### src/rtl/adc_dat_demux.sv
// adc_dat_demux
// Readback-side decoder for the tagged 132-bit word stream that the
// acquisition mux writes to DDR3. Each word carries a 4-bit tag in [131:128]
// and a 128-bit payload:
//   tag 1 = fill header, tag 2 = waveform header, tag 3 = ADC data,
//   tag 4 = XOR checksum of all preceding payloads of the fill.
// Headers are parsed and cross-checked, data words are unpacked into eight
// sign-extended 16-bit samples, and the checksum is recomputed and compared.
//
// Ports:
//   clk, reset                  system clock, async active-high reset
//   in_dat/in_valid/in_ready    tagged word input from the DDR3 read FIFO
//   smp_dat                     eight 16-bit samples, [15:0] oldest
//   smp_wfm_num                 waveform number the samples belong to
//   smp_last                    last data word of the waveform
//   smp_valid/smp_ready         sample word handshake
//   fill_num, fill_type,
//   num_fill_bursts,
//   num_waveforms, channel_tag  fields of the most recent fill header
//   fill_done/fill_ok           end-of-fill pulse and its status
//   err                         sticky per-fill error flags
//                               [0] tag, [1] marker, [2] field, [3] sequence,
//                               [4] checksum
module adc_dat_demux #(
  parameter logic [11:0] FIRST_WFM_NUM = 12'd0
) (
  input  logic         clk,
  input  logic         reset,
  input  logic [131:0] in_dat,
  input  logic         in_valid,
  output logic         in_ready,
  output logic [127:0] smp_dat,
  output logic [11:0]  smp_wfm_num,
  output logic         smp_last,
  output logic         smp_valid,
  input  logic         smp_ready,
  output logic [23:0]  fill_num,
  output logic [1:0]   fill_type,
  output logic [22:0]  num_fill_bursts,
  output logic [11:0]  num_waveforms,
  output logic [15:0]  channel_tag,
  output logic         fill_done,
  output logic         fill_ok,
  output logic [4:0]   err
);

  typedef enum logic [1:0] {IDLE, WHDR, DATA, CSUM} state_t;

  localparam logic [3:0] TAG_FILL = 4'd1;
  localparam logic [3:0] TAG_WHDR = 4'd2;
  localparam logic [3:0] TAG_DATA = 4'd3;
  localparam logic [3:0] TAG_CSUM = 4'd4;

  state_t        state, state_nxt;
  logic [127:0]  acc, acc_nxt;
  logic [11:0]   wcnt, wcnt_nxt;
  logic [22:0]   bcnt, bcnt_nxt;
  logic [4:0]    err_nxt;
  logic [23:0]   fill_num_nxt;
  logic [1:0]    fill_type_nxt;
  logic [22:0]   num_fill_bursts_nxt;
  logic [11:0]   num_waveforms_nxt;
  logic [15:0]   channel_tag_nxt;
  logic [127:0]  smp_dat_nxt;
  logic [11:0]   smp_wfm_num_nxt;
  logic          smp_last_nxt;
  logic          smp_valid_nxt;
  logic          fill_done_nxt;
  logic          fill_ok_nxt;

  logic [3:0]    tag;
  logic [127:0]  word;
  logic          accept;
  logic          hdr_word;
  logic          last_wfm;
  logic [11:0]   exp_wfm_num;
  logic [127:0]  smp_ext;
  logic          abort;
  logic          take_hdr;

  assign tag         = in_dat[131:128];
  assign word        = in_dat[127:0];
  assign accept      = in_valid && in_ready;
  assign hdr_word    = (tag == TAG_FILL) && (word[127:126] == 2'b01);
  assign last_wfm    = ((wcnt + 12'd1) == num_waveforms);
  assign exp_wfm_num = FIRST_WFM_NUM + wcnt;

  // The sample register is the only buffer, so data words may only be taken
  // when it is empty or being drained this cycle.
  assign in_ready = (state == DATA) ? (!smp_valid || smp_ready) : 1'b1;

  // Each 12-bit ADC code is sign-extended from bit 11; the stored upper
  // nibble is ignored.
  always_comb begin
    smp_ext = '0;
    for (int k = 0; k < 8; k++) begin
      smp_ext[16*k +: 16] = {{4{word[16*k+11]}}, word[16*k +: 12]};
    end
  end

  // Next-state and next-output logic. An unexpected tag aborts the fill; if
  // that word is itself a valid fill header it starts the next fill at once
  // so no header is lost when the stream resynchronises.
  always_comb begin
    state_nxt           = state;
    acc_nxt             = acc;
    wcnt_nxt            = wcnt;
    bcnt_nxt            = bcnt;
    err_nxt             = err;
    fill_num_nxt        = fill_num;
    fill_type_nxt       = fill_type;
    num_fill_bursts_nxt = num_fill_bursts;
    num_waveforms_nxt   = num_waveforms;
    channel_tag_nxt     = channel_tag;
    smp_dat_nxt         = smp_dat;
    smp_wfm_num_nxt     = smp_wfm_num;
    smp_last_nxt        = smp_last;
    smp_valid_nxt       = smp_valid && !smp_ready;
    fill_done_nxt       = 1'b0;
    fill_ok_nxt         = 1'b0;
    abort               = 1'b0;
    take_hdr            = 1'b0;

    if (accept) begin
      case (state)
        IDLE: take_hdr = hdr_word;
        WHDR: begin
          if (tag != TAG_WHDR) begin
            abort = 1'b1;
          end else begin
            acc_nxt = acc ^ word;
            if (word[127:126] != 2'b01) err_nxt[1] = 1'b1;
            if (word[24:23] != fill_type || word[63:52] != num_waveforms ||
                word[113:98] != channel_tag) err_nxt[2] = 1'b1;
            if (word[75:64] != exp_wfm_num) err_nxt[3] = 1'b1;
            bcnt_nxt = word[22:0];
            if (word[22:0] == 23'd0) begin
              wcnt_nxt  = wcnt + 12'd1;
              state_nxt = last_wfm ? CSUM : WHDR;
            end else begin
              state_nxt = DATA;
            end
          end
        end
        DATA: begin
          if (tag != TAG_DATA) begin
            abort = 1'b1;
          end else begin
            acc_nxt         = acc ^ word;
            smp_valid_nxt   = 1'b1;
            smp_dat_nxt     = smp_ext;
            smp_wfm_num_nxt = exp_wfm_num;
            smp_last_nxt    = (bcnt == 23'd1);
            if (bcnt == 23'd1) begin
              wcnt_nxt  = wcnt + 12'd1;
              state_nxt = last_wfm ? CSUM : WHDR;
            end else begin
              bcnt_nxt = bcnt - 23'd1;
            end
          end
        end
        CSUM: begin
          if (tag != TAG_CSUM) begin
            abort = 1'b1;
          end else begin
            err_nxt[4]    = (word != acc);
            fill_done_nxt = 1'b1;
            fill_ok_nxt   = (err[3:0] == 4'd0) && (word == acc);
            state_nxt     = IDLE;
          end
        end
        default: state_nxt = IDLE;
      endcase

      if (abort) begin
        err_nxt[0]    = 1'b1;
        fill_done_nxt = 1'b1;
        fill_ok_nxt   = 1'b0;
        state_nxt     = IDLE;
        take_hdr      = hdr_word;
      end

      if (take_hdr) begin
        fill_num_nxt        = word[23:0];
        fill_type_nxt       = word[25:24];
        num_fill_bursts_nxt = word[49:27];
        num_waveforms_nxt   = word[87:76];
        channel_tag_nxt     = word[125:110];
        acc_nxt             = word;
        wcnt_nxt            = 12'd0;
        err_nxt             = 5'd0;
        state_nxt           = (word[87:76] == 12'd0) ? CSUM : WHDR;
      end
    end
  end

  // State and output registers.
  always_ff @(posedge clk or posedge reset) begin
    if (reset) begin
      state           <= IDLE;
      acc             <= '0;
      wcnt            <= '0;
      bcnt            <= '0;
      err             <= '0;
      fill_num        <= '0;
      fill_type       <= '0;
      num_fill_bursts <= '0;
      num_waveforms   <= '0;
      channel_tag     <= '0;
      smp_dat         <= '0;
      smp_wfm_num     <= '0;
      smp_last        <= 1'b0;
      smp_valid       <= 1'b0;
      fill_done       <= 1'b0;
      fill_ok         <= 1'b0;
    end else begin
      state           <= state_nxt;
      acc             <= acc_nxt;
      wcnt            <= wcnt_nxt;
      bcnt            <= bcnt_nxt;
      err             <= err_nxt;
      fill_num        <= fill_num_nxt;
      fill_type       <= fill_type_nxt;
      num_fill_bursts <= num_fill_bursts_nxt;
      num_waveforms   <= num_waveforms_nxt;
      channel_tag     <= channel_tag_nxt;
      smp_dat         <= smp_dat_nxt;
      smp_wfm_num     <= smp_wfm_num_nxt;
      smp_last        <= smp_last_nxt;
      smp_valid       <= smp_valid_nxt;
      fill_done       <= fill_done_nxt;
      fill_ok         <= fill_ok_nxt;
    end
  end

endmodule

### config.mk
export PLATFORM = sky130hd
export DESIGN_NAME = adc_dat_demux
export DESIGN_NICKNAME = d
export VERILOG_FILES = /design/src/rtl/adc_dat_demux.sv
export SDC_FILE = /design/constraint.sdc
export NUM_CORES = 1
export LEC_CHECK = 0
export CORE_MARGIN = 1
export CORE_UTILIZATION = 52
export DETAILED_ROUTE_END_ITERATION = 8
export PLACE_DENSITY = 0.82
export RECOVER_POWER = 100
export SETUP_SLACK_MARGIN = 0.05
export SLEW_MARGIN = 0
export SYNTH_ARGS = -nofsm -noshare
export SYNTH_HDL_FRONTEND = slang
export SYNTH_SLANG_ARGS = --single-unit
### constraint.sdc
create_clock -name clk -period 24.8 [get_ports clk]
set_clock_uncertainty 0.05 [all_clocks]
set_input_delay 3.72 -clock clk [delete_from_list [all_inputs] [get_ports clk]]
set_output_delay 3.72 -clock clk [all_outputs]
set_load 0.02 [all_outputs]
# Word level (Yosys, flattened, before mapping)
# Cells that the tools add are included.
[word_totals]
ff_bits = 387
input_bits = 136
word_cells = 140
[op_classes]
n_addsub = 2
eq_ne = 30
n_mux = 53
n_bitwise = 2
reduce_logical = 33
[ops]
columns = ["operator", "n"]
rows = [
  ["$mux 128", 3],
  ["$pmux 128 s2", 1],
  ["$eq 128x128->1", 1],
  ["$ne 128x128->1", 1],
  ["$xor 128x128->128", 1],
  ["$mux 23", 3],
  ["$mux 12", 5],
  ["$pmux 23 s2", 1],
  ["$mux 1", 25],
  ["$ne 12x12->1", 2],
  ["$pmux 12 s2", 1],
  ["$eq 23x1->1 const B", 1],
  ["$logic_not 23->1", 1],
  ["$sub 23x1->23 const B", 1],
  ["$mux 2", 9],
  ["$ne 16x16->1", 1],
  ["$reduce_and 4->1", 4],
  ["$reduce_bool 2->1", 7],
  ["$add 12x1->12 const B", 1],
  ["$eq 12x12->1", 1],
  ["$logic_not 12->1", 1],
  ["$ne 4x2->1 const B", 3],
  ["$reduce_and 6->1", 2],
  ["$ne 4x4->1 const B", 2],
  ["other kinds (26)", 42],
]

# Longest topological paths before layout
[depth]
word_depth = 9
mapped_depth = 10
mapped_depth_nobuf = 7

# Worst setup path after synthesis
# No wires, ideal clock.
[synth_timing]
path_kind = "input port to output port"
from = "input smp_ready"
to = "output in_ready"
arrival_time_ns = 4.217
setup_slack_ns = 16.813
path_stages = 2
n_path_buf = 0
path_cell_list = "nand2b_1 or2_2"
[synth_between]
elab_chain_cells = 2
[synth_lines]
columns = ["element", "line_no", "text"]
rows = [
  ["start: declaration", "36", "input logic smp_ready,"],
  ["$logic_or 1x1->1", "90", "assign in_ready = (state == DATA) ? (!smp_valid || smp_ready) : 1'b1;"],
  ["$mux 1", "90", ""],
  ["end: declaration", "31", "output logic in_ready,"],
]
# Every way passes these cells.

# Final worst setup path
[layout_timing]
from = "input in_dat[130]"
to = "register acc[107]"
[layout_between]
elab_chain_cells = 8
[layout_lines]
columns = ["element", "line_no", "text"]
rows = [
  ["start: declaration", "29", "input logic [131:0] in_dat,"],
  ["$ne 4x3->1, or another cell as far along", "163", "if (tag != TAG_CSUM) begin"],
  ["$mux 1 (on tied branches)", "163, 128, 146", ""],
  ["$pmux 1 s3", "125", "case (state)"],
  ["$mux 1", "124", "if (accept) begin"],
  ["$mux 1", "175", "if (abort) begin"],
  ["$mux 1", "124", ""],
  ["$ne 3x3->1 (no line), or another cell as far along", "--", ""],
  ["$reduce_and 4->1 (no line)", "--", ""],
  ["end signal: assignment", "218", "acc <= acc_nxt;"],
  ["end: declaration", "55", "logic [127:0] acc, acc_nxt;"],
]
# Parallel ways exist; a longest one is shown, timed or not. The select of a mux whose other input is x is not followed.
# A chain may end at the register's enable or synchronous reset.

==> impl_metrics.py <==
metrics = {
    "clocking": {
        "clkTransAtPathRegs_ns": 0.06,
        "postCtsSetupBuffers": 0,
        "clk_path_buf_depth": 3,
        "cts_resized": 0,
        "cts_root_buf": "clkbuf_16",
        "h-tree-depth": 2,
        "hold_buffers": 0,
        "cts_buffers": 39,
        "clock_latency_ns": 0.53,
        "cts.sinks": 359,
        "cts_tree": "built",
    },
    "placed_design": {
        "place_inst": 2615,
        "place_congestion": 0.913,
        "dp_hpwl_um": 39800,
        "io_buffers": 362,
    },
    "floorplanning": {
        "core_area_um2": 34800,
        "die_w_um": 191,
        "die_height_um": 191,
        "num_io_pins": 363,
        "initial_core_util_pct": 53.4,
        "rows": 68,
        "die_area_um2": 36500,
    },
    "global_routing": {
        "antenna_found_initial": 5,
        "grt_remaining_overflow": 0,
        "grt_pass1_wl_um": 86800,
        "grt_start_max_net_pins": 175,
        "met1_usage_pct": 40.1,
        "use_met3_pct": 6.00,
        "busiest_layer": "met2",
        "grt_pass1_vias": 15300,
        "grtUsageTotal_pct": 30.9,
        "use_met2_pct": 51.4,
    },
    "yosys": {
        "synth_cell_types": 66,
        "synth_seq_cells": 359,
        "synth_top_cell_by_area": "dfrtp_1",
        "synth_nets": 2093,
        "async_flop_share_pct": 100,
        "synth-edff-count": 0,
        "syn_area_um2": 18600,
        "synth_cells": 1954,
        "ys_seq_area_share_pct": 48.4,
        "avgSynthCellArea_um2": 9.50,
        "ys.flop_type": "dfrtp_1",
        "synth_top_area_share_pct": 48.4,
        "ys_top_cells_by_area": "dfrtp_1 48%, a21oi_1 7.4%, xor2_1 7.3%",
        "yosysWarnings": 0,
    },
    "critical_path": {
        "crit_chain": "dlygate4sd3_1, nor4bb_1, nand3_1, a22oi_2, clkbuf_1, nand2b_1, clkbuf_1, clkbuf_1, a21oi_1, a21oi_1",
        "required_ns": 25.14,
        "worstSetupStartpoint": "in_dat[130]",
        "arrival_ns": 14.25,
        "reg2reg_from": "state[1]",
        "slowest_delay_ns": 3.14,
        "critPathBufInv": 4,
        "worst_setup_path_start_kind": "primary input",
        "crit_top_cell": "clkbuf_1",
        "crit_path_max_fanout": 105,
        "worst_path_max_delay_cell": "clkbuf_1",
        "worst_setup_path_end_kind": "flip-flop",
        "path_delay_family": "buffers and inverters",
        "crit_type": "primary input to flip-flop",
    },
    "status": {
        "outcome": "complete, but fails checks",
        "violations": "max-capacitance violations, max-slew violations",
    },
    "drt": {
        "first_pass_iters": 5,
        "wire_per_inst_um": 21.1,
        "drt_first_iter_violations": 1510,
        "vias_per_cell": 5.98,
        "ant_nets": 0,
        "vias": 16100,
        "wirelength_um": 56700,
        "drc": 0,
    },
    "sta": {
        "setup_tns_ns": 0,
        "drv_slew": 890,
        "holdWs_ns": 0.417,
        "tightest_slew_ns": 4.83,
        "min_period_ns": 13.91,
        "slew_headroom_pct": -222,
        "post-route-period-util_pct": 56.1,
        "rsz0062_at_grt": "no",
        "max_freq_mhz": 71.9,
        "setup_viol": 0,
        "hold_viol": 0,
    },
    "pwr": {
        "power_density_nw_per_um2": 99.7,
        "leakage_nw": 11.3,
        "max-vdd-ir-drop_v": 0.0000693,
    },
    "job": {
        "maxCapViolCount": 12,
    },
    "finish": {
        "syn_to_final_growth_pct": 25.3,
        "stdcell_count": 2684,
        "nNetsFinal": 2340,
        "drive_gt1_share_pct": 7.90,
        "fillers": 2649,
    },
    "hold_path": {
        "min_path_type": "flip-flop to flip-flop",
        "hold_start": "fill_num[21]",
    },
}
-- metrics by stage --
stage / setup slack [ns] / total power (W) / cell area, µm² / util, %
floorplan: 11.07 / 0.00146 / 18600 / -
global placement: 15.92 / 0.00173 / 22100 / 63.5
detailed placement: 15.90 / 0.00177 / 22100 / 63.5
CTS: 15.89 / 0.00235 / 23300 / 67.1
global route: 10.04 / 0.00245 / 23300 / 66.8
finish: 10.89 / 0.00232 / 23300 / 66.8
-- layer usage --
layer	up-vias	part of all wire (%)
li1	7251	-
met1	7942	39
met2	730	49
met3	121	8.7
met4	6	3.6
met5	-	0.072
-- worst paths after layout --
| check | end | slack (ns) | cells after the start |
|---|---|---|---|
| max in group asynchronous | num_fill_bursts[19] | 14.09 | 3 |
| max reg2reg | acc[107] | 14.16 | 9 |
| min | fill_num[21] | 0.42 | 2 |
| max | acc[107] | 10.89 | 10 |
| min reg2reg | fill_num[21] | 0.42 | 2 |
| min in group asynchronous | smp_dat[31] | 5.08 | 2 |
-- power breakdown --
group          switching, W  leakage (nW)  internal [W]
Sequential         0.000182          4.56      0.000773
Combinational      0.000449          6.09      0.000344
Clock              0.000237         0.612      0.000334
-- synth_stat cells, drive strengths merged (3+ instances only) --
cell    count
inv        20
or3         9
clkbuf     96
nor2b       4
o21ai      94
a22o        3
nand2b      9
and2        5
o211ai      3
a221oi      3
nor2       59
a22oi       6
o22ai       7
nor3       22
xnor2      29
a21oi     275
nand4      22
mux2i      79
or2         6
or4         5
nand4b      3
a311oi     18
nand3      50
xor2      154
ha          3
a31oi       4
nand2     354
dfrtp     359
nor4       52
buf        74
mux2       98
-- worst reg2reg max path, stage by stage, from the launching register on --
cell and delay (ns):
dfrtp_1 0.52, nor4bb_1 0.53, nand3_1 0.18, a22oi_2 0.17, clkbuf_1 1.00, nand2b_1 1.19
clkbuf_1 3.15, clkbuf_1 2.99, a21oi_1 0.39, a21oi_1 0.32
-- area by class of cell --
| type | instances | area [µm²] | area share (%) |
|---|---|---|---|
| timing repair buffer | 376 | 3710 | 15.9 |
| antenna | 2 | 5.00 | 0.0215 |
| multi-input combinational | 1405 | 8680 | 37.3 |
| inverter | 20 | 76.3 | 0.328 |
| clock inverter | 5 | 27.5 | 0.118 |
| tap | 455 | 569 | 2.45 |
| clock buffer | 62 | 1210 | 5.22 |
| sequential | 359 | 8980 | 38.6 |
-- layout by cell type, fill, tap and decap left out, types with 5 or more instances in the layout --
master,count
dfrtp_1,359
nand2_1,354
a21oi_1,275
dlygate4sd3_1,232
xor2_1,154
clkdlybuf4s50_1,130
mux2_2,96
o21ai_0,94
mux2i_1,79
nor2_1,58
nor4_1,51
nand3_1,50
clkbuf_16,41
xnor2_1,29
nor3_1,22
nand4_1,22
clkbuf_1,19
inv_1,18
a311oi_1,18
clkbuf_8,11
nand2b_1,9
or3_1,6
o22ai_1,6
and2_1,5
a22oi_1,5
-- cell families (layout without fill, tap and decap cells) --
family	after synthesis	count (layout)	share of synthesized area, %
flip-flops	359	359	48.4
adder cells (fa/ha/maj)	3	3	0.202
XOR/XNOR	183	183	8.63
AO/OA/AOI/OAI	435	435	13.0
buffers and inverters	190	463	4.85
AND/OR/NAND/NOR	607	607	14.7
other	0	2	0
multiplexers	177	177	10.2
-- flip-flops by register name (all words and copies together) (netlist names) --
register and count:
acc 128, smp_dat 96, fill_num 24, bcnt 23, num_fill_bursts 23, channel_tag 16, num_waveforms 12, smp_wfm_num 12
wcnt 12, err 5, fill_type 2, state 2, fill_done 1, fill_ok 1, smp_last 1, smp_valid 1
Note: power is estimated with default switching activity, not from simulation.
==> patch 1: new RTL, same flow settings <==
`FIRST_WFM_NUM`: 12'd0 -> 12'd1.
--- a/src/rtl/adc_dat_demux.sv
+++ b/src/rtl/adc_dat_demux.sv
@@ -22,7 +22,7 @@
 //                               [0] tag, [1] marker, [2] field, [3] sequence,
 //                               [4] checksum
 module adc_dat_demux #(
-  parameter logic [11:0] FIRST_WFM_NUM = 12'd0
+  parameter logic [11:0] FIRST_WFM_NUM = 12'd1
 ) (
   input  logic         clk,
   input  logic         reset,
Function: not settled (the Yosys comparison gave no result); the edit may change what the design does.
==> patch 1 against the original RTL <==
  * The run still ends with max-capacitance violations, max-slew violations left
  * Wire length rose by 3.6%
  * Count of clock-buffer cells in the layout fell by 7
  * Worst setup slack got worse by 1500 ps
  * Final area rose by 1.3%
  * Via count rose by 0.61%
  * Die area rose by 0.81%
  * Sequential cell count did not move
  * Register-to-register slack got worse by 80 ps
  * Final cell count rose by 0.60%
  * Global-route usage rose by 1.1 points
  * Synthesized area rose by 0.82%
Power is not compared: it rests on default switching activity, and its combinational part moved more than twofold at a synthesized area within 25%.
==> patch 1: results (changes against the original RTL) <==
Critical path
  – Worst Path Max Fanout: 114 (+8.6%)
  – Crit path DAT: 15740 ps (+1490 ps)

Synth
  – Syn nets: 2103 (+0.48%)
  – Post-synthesis sequential area ratio: 48.0% (-0.39 points)
  – Share of the synthesized area in the top cell type: 48.0% (-0.39 points)
  – Distinct cells, synth: 69 (+4.5%)
  – Top cells by area, synth: dfrtp_1 48%, a21oi_1 7.3%, nand2_1 7.1%

STA
  – Worst Max-Slew Pin Slew: 4900 ps (+69.4 ps)
  – Final Max Slew Viols: 804 (-9.7%)

Place
  – Hpwl dp: 41600 um (+4.5%)

Route
  – Wirelength per Cell: 21.8 um (+3.0%)
  – Vias/cell: 5.98 (about the same)
  – Drt initial violations: 1792 (+19%)
  – Drt pass-1 iters: 6 (+1)

Global routing
  – GRT Total Usage: 32.0% (+1.1 points)
  – Largest net degree at the start of global routing: 173 (-1.1%)
  – Number of global-route vias before repair: 15700 (+2.6%)
  – First-pass GRT wire length: 89900 um (+3.6%)
  – Met3 usage: 6.38% (+0.37 points)
  – Met1 usage: 40.5% (+0.41 points)
  – Global Route met2 Usage: 53.3% (+2.0 points)

Clock network
  – CTS buffer count: 40 (+2.6%)

Run status
  – Status: complete, but fails checks
  – Failing checks: max-capacitance violations, max-slew violations

Final layout
  – Nets: 2345 (+0.21%)
  – Fill count: 2712 (+2.4%)
  – Share of cells above drive strength 1: 8.36% (+0.46 points)

Job
  – Max cap viols: 12 (unchanged)
[patch 1: cell families after synthesis]
logic type / count (synthesis) / share of synthesized area, %
buffers and inverters: 187 / 4.70
AO/OA/AOI/OAI: 443 / 13.4
flip-flops: 359 / 48.0
XOR/XNOR: 186 / 8.93
adder cells (fa/ha/maj): 3 / 0.201
AND/OR/NAND/NOR: 614 / 14.9
multiplexers: 172 / 9.85
[patch 1: power by group through the flow]
| stage | clock network [mW] | registers [mW] | logic [mW] |
|---|---|---|---|
| after detailed placement | 0 | 0.692 | 0.269 |
| after floorplan | 0 | 0.707 | 0.123 |
| after global routing | 0.659 | 0.689 | 0.286 |
| after global placement | 0 | 0.688 | 0.261 |
| final | 0.628 | 0.683 | 0.264 |
| after CTS | 0.634 | 0.682 | 0.272 |
[patch 1: path summary, 6_finish.rpt]
| kind | to | slack (ps) | start | depth (start not counted) |
|---|---|---|---|---|
| worst max-delay path | acc[53] | 9420 | in_dat[127] | 8 |
| worst max register to register | acc[53] | 14080 | state[0] | 8 |
| worst min-delay path | num_fill_bursts[2] | 420 | num_fill_bursts[2] | 2 |
| max in group asynchronous | smp_dat[105] | 14170 | reset | 3 |
| worst min register to register | num_fill_bursts[2] | 420 | num_fill_bursts[2] | 2 |
| min in group asynchronous | num_fill_bursts[9] | 5090 | reset | 2 |
[patch 1: worst max-delay path, cell delays in order]
cell and delay [ps]:
dlygate4sd3_1 610, nand2b_1 210, or4_1 1580, a21oi_1 2720, clkbuf_1 3470, clkbuf_1 2620
a21oi_1 380, a21oi_1 290
[patch 1: stage by stage]
| stage | total power, mW | cells | area (sq um) | setup WS, ps |
|---|---|---|---|---|
| 6_report | 1.57 | 2700 | 23600 | 9420 |
| 5_1_grt | 1.63 | 2698 | 23600 | 8380 |
| 4_1_cts | 1.59 | 2697 | 23600 | 15930 |
| 3_5_place_dp | 0.961 | 2625 | 22300 | 15930 |
| 3_3_place_gp | 0.949 | 2625 | 22300 | 15930 |
| 2_1_floorplan | 0.830 | 1964 | 18700 | 11070 |
[patch 1: per-layer routing]
| metal | vias to the layer above | part of all wire (%) | wire length (um) |
|---|---|---|---|
| met4 | 2 | 4.2 | 2490 |
| met5 | - | 0.022 | 13 |
| met2 | 722 | 49 | 28600 |
| met3 | 154 | 8.0 | 4710 |
| li1 | 7301 | - | - |
| met1 | 7969 | 39 | 22900 |
[patch 1: cell type report]
type                    instances  share of cell area (%)
multi-input cells            1418                    37.5
clock buffers                  55                    4.96
repair buffers                378                    15.8
clock inverters                17                   0.955
diodes                          3                  0.0318
well taps                     461                    2.45
flip-flops and latches        359                    38.1
inverters                       9                   0.149
==> patch 2: new RTL, config.mk and constraints unchanged <==
Without the edit above. Make the reset (`reset`) synchronous in one clocked block. Comments in the files are not updated.
--- a/src/rtl/adc_dat_demux.sv
+++ b/src/rtl/adc_dat_demux.sv
@@ -195,7 +195,7 @@
   end
 
   // State and output registers.
-  always_ff @(posedge clk or posedge reset) begin
+  always_ff @(posedge clk) begin
     if (reset) begin
       state           <= IDLE;
       acc             <= '0;
Function: not settled (the Yosys comparison gave no result); the edit may change what the design does.
==> patch 2 against the original RTL <==
  * Wire length is 8.6% higher
  * Sequential cell count unchanged
  * Die area is 5.9% lower
  * Worst setup slack gained 1500 ps
  * Largest cell class is now multi-input gates
  * The run still ends with max-capacitance violations, max-slew violations left
  * Global-route usage increased by 3.9 points
  * Via count up 12%
  * Synthesized area shrank 5.9%
  * Synthesized cell count is 16% higher
  * Sequential share of layout area down 6.2 points
  * Final area shrank 4.7%
Power is not compared: it rests on default switching activity, and its combinational part moved more than twofold at a synthesized area within 25%.
==> patch 2: results (changes against the original RTL) <==
Job
  – Max cap viols: 9 (-3)

Final layout
  – Layout clock area frac: 6.01% (+0.66 points)
  – Reg area: 7190 sq um (-20%)
  – Logic inverters: 11 (-45%)
  – Clock buffer cells: 61 (-1.6%)
  – ANT cells: 4 (+2)
  – Fraction of area in multi-input gates: 42.0% (+4.7 points)
  – Fill count: 2671 (+0.83%)
  – Share of cells above drive strength 1: 3.72% (-4.2 points)
  – Nets: 2609 (+11%)
  – Non-clock buffer share: 16.9% (+0.94 points)
  – P&R area growth vs syn: 26.9%
  – Final std cells w/o fill: 2944 (+9.7%)
  – Non-clock buffers: 378 (+0.53%)
  – Multi-input combinational cell count: 1680 (+20%)

Synth
  – Syn nets: 2404 (+15%)
  – Area leader, netlist: dfxtp_1
  – Mux cell area share after synthesis: 0.0645% (-10 points)
  – Post-synthesis sequential area ratio: 41.1% (-7.2 points)
  – Most frequent cells after synthesis: 465 x nand2_1, 359 x dfxtp_1, 315 x a21oi_1
  – Xor and xnor area share after synthesis: 9.13% (+0.49 points)
  – Synth Area in Adders: 0.215% (+0.013 points)
  – Post-synthesis compound-gate area fraction: 24.8% (+12 points)
  – Asr flop ratio synth: 0% (-100 points)

Critical path
  – Worst reg-to-reg path cell count: 8 (-1)
  – Crit path DAT: 12810 ps (-1440 ps)
  – CP max-delay cell: or2_0
  – Critical path's top delay family: simple AND/OR/NAND/NOR gates
  – Worst Path Max Fanout: 75 (-29%)
  – CP endpoint: acc[67]
  – Crit path largest cell delay: 2690 ps (-450 ps)
  – Flop2flop setup slack: 16510 ps (+2350 ps)
  – CP startpoint: in_dat[127]
  – Worst r2r src: state[0]

Global routing
  – Initial antenna violation count: 6 (+1)
  – First-pass GRT wire length: 93000 um (+7.1%)
  – GRT Total Usage: 34.8% (+3.9 points)
  – Number of global-route vias before repair: 16600 (+8.6%)
  – Global Route met2 Usage: 55.2% (+3.8 points)
  – Largest net degree at the start of global routing: 217 (+24%)
  – Met1 usage: 44.8% (+4.7 points)

Place
  – Hpwl dp: 41900 um (+5.1%)
  – Placer's final routability congestion estimate: 0.924 (+1.2%)

Route
  – Post-Route WL: 61600 um (+8.6%)
  – Vias/cell: 6.09 (+1.9%)
  – Drt initial violations: 1940 (+28%)

Min path
  – Worst Hold Endpoint: smp_dat[73]
  – Min-delay src: smp_dat[73]

Die
  – Die Footprint: 34300 sq um (-5.9%)

STA
  – Final Max Slew Viols: 475 (-47%)
  – Worst Max-Slew Pin Slew: 3720 ps (-1110 ps)

Pwr
  – Leakage: 8.27 nW

Clock network
  – CTS buffer count: 40 (+2.6%)

Run status
  – Status: complete, but fails checks
  – Failing checks: max-capacitance violations, max-slew violations
-- patch 2: changes by cell type in the layout (fill, tap and decap cells not counted), sizes merged, moves of 38 or more --
cell    delta
mux2      -97
o21ai     +67
nor2     +104
a22o      +38
a21oi     +40
o211ai   +135
mux2i     -79
nand2    +111
dfrtp    -359
dfxtp    +359
-- patch 2: power breakdown --
part | internal (mW) | leakage (nW) | total (mW) | switching, mW
clock | 0.366 | 0.661 | 0.603 | 0.237
sequential | 0.580 | 2.89 | 0.583 | 0.00341
combinational | 0.0365 | 4.72 | 0.0960 | 0.0595
total | 0.983 | 8.27 | 1.28 | 0.300
-- patch 2: stage by stage --
step | setup WS, ps | hold slack [ps]
finish | 12390 | 399
global route | 12110 | 416
CTS | 15830 | 404
detailed placement | 15830 | 397
global placement | 15870 | 391
floorplan | 16800 | 398
-- patch 2: layer usage --
metal | vias to the layer above | share of wire [%]
met5 | - | 0.050
met4 | 4 | 4.3
met2 | 911 | 45
met3 | 173 | 10
li1 | 8264 | -
met1 | 8581 | 40
